<file path="config.mk">
export PLATFORM = sky130hd
export DESIGN_NAME = countdown_timer
export DESIGN_NICKNAME = d
export VERILOG_FILES = /design/src/rtl/countdown_timer.sv
export SDC_FILE = /design/constraint.sdc
export NUM_CORES = 1
export LEC_CHECK = 0
export CORE_MARGIN = 3
export CORE_UTILIZATION = 49
export DETAILED_ROUTE_END_ITERATION = 7
export PLACE_DENSITY = 0.77
export SLEW_MARGIN = 20
export SYNTH_ARGS = -nofsm -noshare
export SYNTH_HDL_FRONTEND = slang
export SYNTH_SLANG_ARGS = --single-unit
</file>
<file path="constraint.sdc">
create_clock -name clk -period 2.56 [get_ports clk]
set_clock_uncertainty 0.2 [all_clocks]
set_input_delay 0.64 -clock clk [delete_from_list [all_inputs] [get_ports clk]]
set_output_delay 0.64 -clock clk [all_outputs]
set_load 0.03 [all_outputs]
</file>
<file path="src/rtl/countdown_timer.sv">
// Preloadable down-counter: counts a loaded value to expiry, with optional auto-reload for periodic ticks.
// All outputs registered; tick fires one cycle after an enabled count of 1 is consumed.
module countdown_timer #(
   parameter int WIDTH = 8
) (
   input  logic             clk,
   input  logic             rst,
   input  logic             ld,
   input  logic [WIDTH-1:0] v,
   input  logic             en,
   input  logic             stop,
   input  logic             auto,
   output logic [WIDTH-1:0] count,
   output logic             busy,
   output logic             tick
);

   typedef enum logic {IDLE, RUN} state_t;

   localparam logic [WIDTH-1:0] ONE = {{(WIDTH-1){1'b0}}, 1'b1};

   state_t           state;
   logic [WIDTH-1:0] reload;

   always_ff @(posedge clk or negedge rst) begin
      if (!rst) begin
         state  <= IDLE;
         count  <= '0;
         reload <= '0;
         busy   <= 1'b0;
         tick   <= 1'b0;
      end else begin
         tick <= 1'b0;
         if (stop) begin
            state <= IDLE;
            busy  <= 1'b0;
         end else if (ld) begin
            count  <= v;
            reload <= v;
            if (v != '0) begin
               state <= RUN;
               busy  <= 1'b1;
            end else begin
               // a zero load is an immediate expiry
               state <= IDLE;
               busy  <= 1'b0;
               tick  <= 1'b1;
            end
         end else if (state == RUN && en) begin
            if (count > ONE) begin
               count <= count - ONE;
            end else begin
               tick <= 1'b1;
               if (auto) begin
                  count <= reload;
               end else begin
                  count <= '0;
                  state <= IDLE;
                  busy  <= 1'b0;
               end
            end
         end
      end
   end

endmodule

</file>
; ---- Yosys cells after proc, flatten, opt, wreduce, memory -nomap -nowiden
; Index checks and enable logic that the tools add are counted.
[word_totals]
out_inout_bits = 10
romBits = 0
mem_count = 0
ram_bits = 0
latch_bits = 0
register_bits = 18
word_cells = 31
[classes]
div = 0
bitwise_logic = 1
n_mux = 15
n_reduce_logical = 7
multipliers = 0
shifts = 0
n_eq_ne = 2
order_cmp = 1
addsub = 1
[op_table]
columns = op, count
row1 = $mux W8, 4
row2 = $mux W1, 11
row3 = $gt A8 B1 Y1 const B, 1
row4 = $reduce_bool A8 Y1, 1
row5 = $sub A8 B1 Y8 const B, 1
row6 = $ne A3 B3 Y1 const B, 2
row7 = $reduce_and A2 Y1, 2
row8 = $reduce_and A3 Y1, 1
row9 = $reduce_bool A3 Y1, 1
row10 = $reduce_bool A2 Y1, 1
row11 = $logic_and A1 B1 Y1, 1
row12 = $not A1 Y1, 1

; ---- Longest topological paths before layout
[logic_depth]
word_depth = 5
depth_mapped = 7

; ---- Worst setup path before layout
; No wires, ideal clock.
[synth_timing]
path_type = register to register
start = register count[0]
end = register count[7]
path_stages_with_launch = 8
n_path_buf = 1
t_arrival_ps = 2036
setup_slack_ps = 257
required_time_ps = 2292
setup_time_ps = 68
period_less_slack_ps = 2303
path_cell_list = dfrtp_1 > inv_1 > ha_1 > or2_2 > clkbuf_1 > a2111oi_0 > a311o_1 > a32o_1
[synth_between]
elab_chain_len = 4
elab_cells_between_ends = 5
[synth_rtl]
columns = element, line
row1 = from (decl), 13  ; output logic [WIDTH-1:0] count,
row2 = from (signal assigned), 38  ; count <= v;
row3 = from (signal assigned), 51  ; count <= count - ONE;
row4 = from (signal assigned), 55  ; count <= reload;
row5 = $sub A8 B1 Y8 or $gt A8 B1 Y1 (tied branches), "51, 50"
row6 = $mux W8 (*), 50  ; if (count > ONE) begin
row7 = $mux W8 (*), 49  ; end else if (state == RUN && en) begin
row8 = $mux W8 (*), 37  ; end else if (ld) begin
; Every way passes the cells marked *; elsewhere a longest branch is shown, timed or not. The select of a mux whose other input is x is not followed.
; A chain may end at the register's enable or synchronous reset.

; ---- Worst setup path in the final report
[layout_timing]
start = register count[2]
end = output port count[2]
; No word-level cell between the ends.

==> results.py <==
metrics = {
    "status": {
        "status": "completed",
    },
    "timing": {
        "finalSetupTns_ns": 0,
        "period_share_pct": 92.6,
        "timing.hold.ws_ns": 0.318,
        "setup_slack_ns": 0.189,
        "fin_crit_ns": 2.37,
        "max_slew_margin_pct": 63.3,
        "drv_slew": 0,
        "worst_pin_slew_ns": 0.546,
        "max_freq_mhz": 422,
        "setup_viol": 0,
        "rsz0062_at_grt": "no",
        "hold_viol": 0,
    },
    "drt": {
        "ant_nets": 0,
        "routed_wl_mm": 2.54,
        "vias": 989,
        "drt-wirelength-per-cell_um": 15.6,
        "drc": 0,
        "via_per_inst": 6.07,
        "drt-initial-drc-count": 30,
        "dr.pass1.iters": 4,
    },
    "floorplan": {
        "core_um2": 2000,
        "die_area_um2": 2770,
        "die_w_um": 52.7,
        "die_h_um": 52.7,
        "num_io_pins": 24,
        "initial_core_util_pct": 53.3,
        "row_count": 16,
    },
    "grt": {
        "grt_pass1_vias": 895,
        "busiest_layer": "met2",
        "grt_pass1_wl_mm": 4.26,
        "grt_overflow_total": 0,
        "track_usage_pct": 20.6,
        "grt_max_degree": 19,
        "met3_usage_pct": 3.42,
        "antenna_found_initial": 0,
        "grtUsageMet2_pct": 32.9,
        "met1_usage_pct": 28.9,
    },
    "synthesis": {
        "postSynthAreaPerCell_um2": 9.70,
        "synth.area.top_cells": "dfrtp_1, mux2_2, nand2_1, a31oi_1, nor2_1",
        "synth-seq-cells": 18,
        "synth_edf_count": 0,
        "synth_async_sr_flop_share_pct": 100,
        "synth_top_area_cell": "dfrtp_1",
        "synth_top_area_share_pct": 42.2,
        "yosysSeqAreaShare_pct": 42.2,
        "synth_cell_types": 38,
        "synth_most_common_cell": "dfrtp_1",
        "yosys-top-cells-count": "dfrtp_1, nand2_1, nor2_1",
        "syn_nets": 126,
        "ys.flop_type": "dfrtp_1",
        "postSynthCellCount": 110,
        "synth_area_um2": 1070,
        "synth_warnings": 0,
    },
    "clock_tree": {
        "clk_pin_slew_worst_paths_ns": 0.11,
        "clock-root-buffer": "clkbuf_4",
        "clock_sinks": 18,
        "htreeDepth": 1,
        "insertion_delay_ns": 0.29,
        "tritoncts": "yes",
        "numCtsBuffers": 3,
        "post_cts_resized": 0,
        "postCtsSetupRepairBufs": 0,
        "clockBufferDepth": 2,
        "ctsHoldBuffers": 0,
    },
    "setup_path": {
        "cp_slowest_cell": "clkdlybuf4s50_1",
        "critPathTopFamily": "buffers and inverters",
        "critPathKind": "reg2out",
        "path_max_fanout": 8,
        "critical_path.max_stage_delay_ns": 0.72,
        "worstPathRequired_ns": 1.72,
        "end_kind": "output pin",
        "critPathLaunchType": "register",
        "crit_buf_inv": 1,
        "cp_data_arrival_time_ns": 1.53,
        "path_cells": "clkdlybuf4s50_1",
    },
    "placement": {
        "dp_slack_ns": 0.252,
        "portBuffers": 23,
        "gp_congestion": 0.854,
        "hpwlAfterDp_mm": 1.91,
    },
    "power_and_ir_drop": {
        "power_density_nw_per_um2": 630,
        "p_leak_nw": 0.544,
        "vdd_drop_max_uv": 400,
        "finalPower_mw": 0.865,
    },
    "finish": {
        "seqCellArea_um2": 450,
        "n_fill_cell": 175,
        "antenna_cells": 0,
        "fin_util_pct": 68.6,
        "multi_input_area_um2": 586,
        "syn_to_final_growth_pct": 28.7,
        "final_layout_size_suffix_gt1_share_pct": 16.2,
        "nets": 153,
    },
    "min_path": {
        "hold_class": "reg2reg",
    },
    "job": {
        "cap_violations": 0,
    },
}
[final cells by class]
class                           instances  share of cell area [%]
Timing Repair Buffer                   26                    18.4
Clock buffer                            4                    2.64
Inverter                                4                    1.09
Multi-Input combinational cell         84                    42.6
Sequential cell                        18                    32.8
Tap cell                               27                    2.46
[final timing paths]
kind                           start        end  slack, ns  cells past startpoint
hold / removal             reload[2]  reload[2]       0.32                      1
setup / recovery            count[2]   count[2]       0.19                      1
setup reg to reg            count[0]   count[7]       0.25                      6
min in group asynchronous        rst   count[1]       0.46                      2
hold reg to reg            reload[2]  reload[2]       0.32                      1
max in group asynchronous        rst      state       1.50                      2
[kinds of logic (layout without fill, tap and decap cells)]
| family | after synthesis | in the layout | synth area share (%) |
|---|---|---|---|
| muxes | 8 | 8 | 8.44 |
| buffers and inverters | 8 | 34 | 2.93 |
| xor gates and xnor gates | 2 | 2 | 1.64 |
| and+or+nand+nor | 39 | 39 | 20.2 |
| AOI/OAI and AO/OA | 33 | 33 | 22.3 |
| adders and majority gates | 2 | 2 | 2.34 |
| DFF | 18 | 18 | 42.2 |
[worst reg2reg max path: cells and delay by family, from the launching register on]
kind	cells	cell delay [ns]
buf+inv	1	0.07
fa+ha+maj	1	0.27
simple gates	1	0.38
flops	1	0.50
compound gates	3	0.84
[layer usage]
metal,share of wire (%),routed length (µm),up-vias
li1,-,-,478
met1,45,1140,470
met2,48,1210,37
met3,6.3,160,4
met4,0.83,21,0
met5,0,0,-
[where the power goes]
group	switching [mW]	internal, mW
Sequential	0.0561	0.327
Clock	0.0889	0.0867
Combinational	0.167	0.139
[cell usage in the layout, fill, tap and decap left out, types with 2 or more instances in the layout]
cell,synthesis,routed
a21oi_1,3,3
clkdlybuf4s50_1,0,23
buf_4,0,3
nor4_1,3,3
or2_2,3,3
inv_1,3,3
nor2_1,9,9
o31ai_1,4,4
ha_1,2,2
xor2_1,2,2
a22oi_1,2,2
a31oi_1,7,7
mux2_2,8,8
dfrtp_1,18,18
o21ai_0,5,5
clkbuf_4,0,3
nand2_1,13,13
or3_1,3,3
a2111oi_0,2,2
[flip-flops by register name, indices dropped and copies added, names as in the netlist]
signal  count
count       8
reload      8
state       1
tick        1
[per-stage QoR]
step	cell area, µm²	std cells
detailed placement	1340	159
finish	1370	163
floorplan	1070	110
global route	1370	163
CTS	1370	163
global placement	1340	159
No activity file was read; power rests on OpenSTA's default activity.
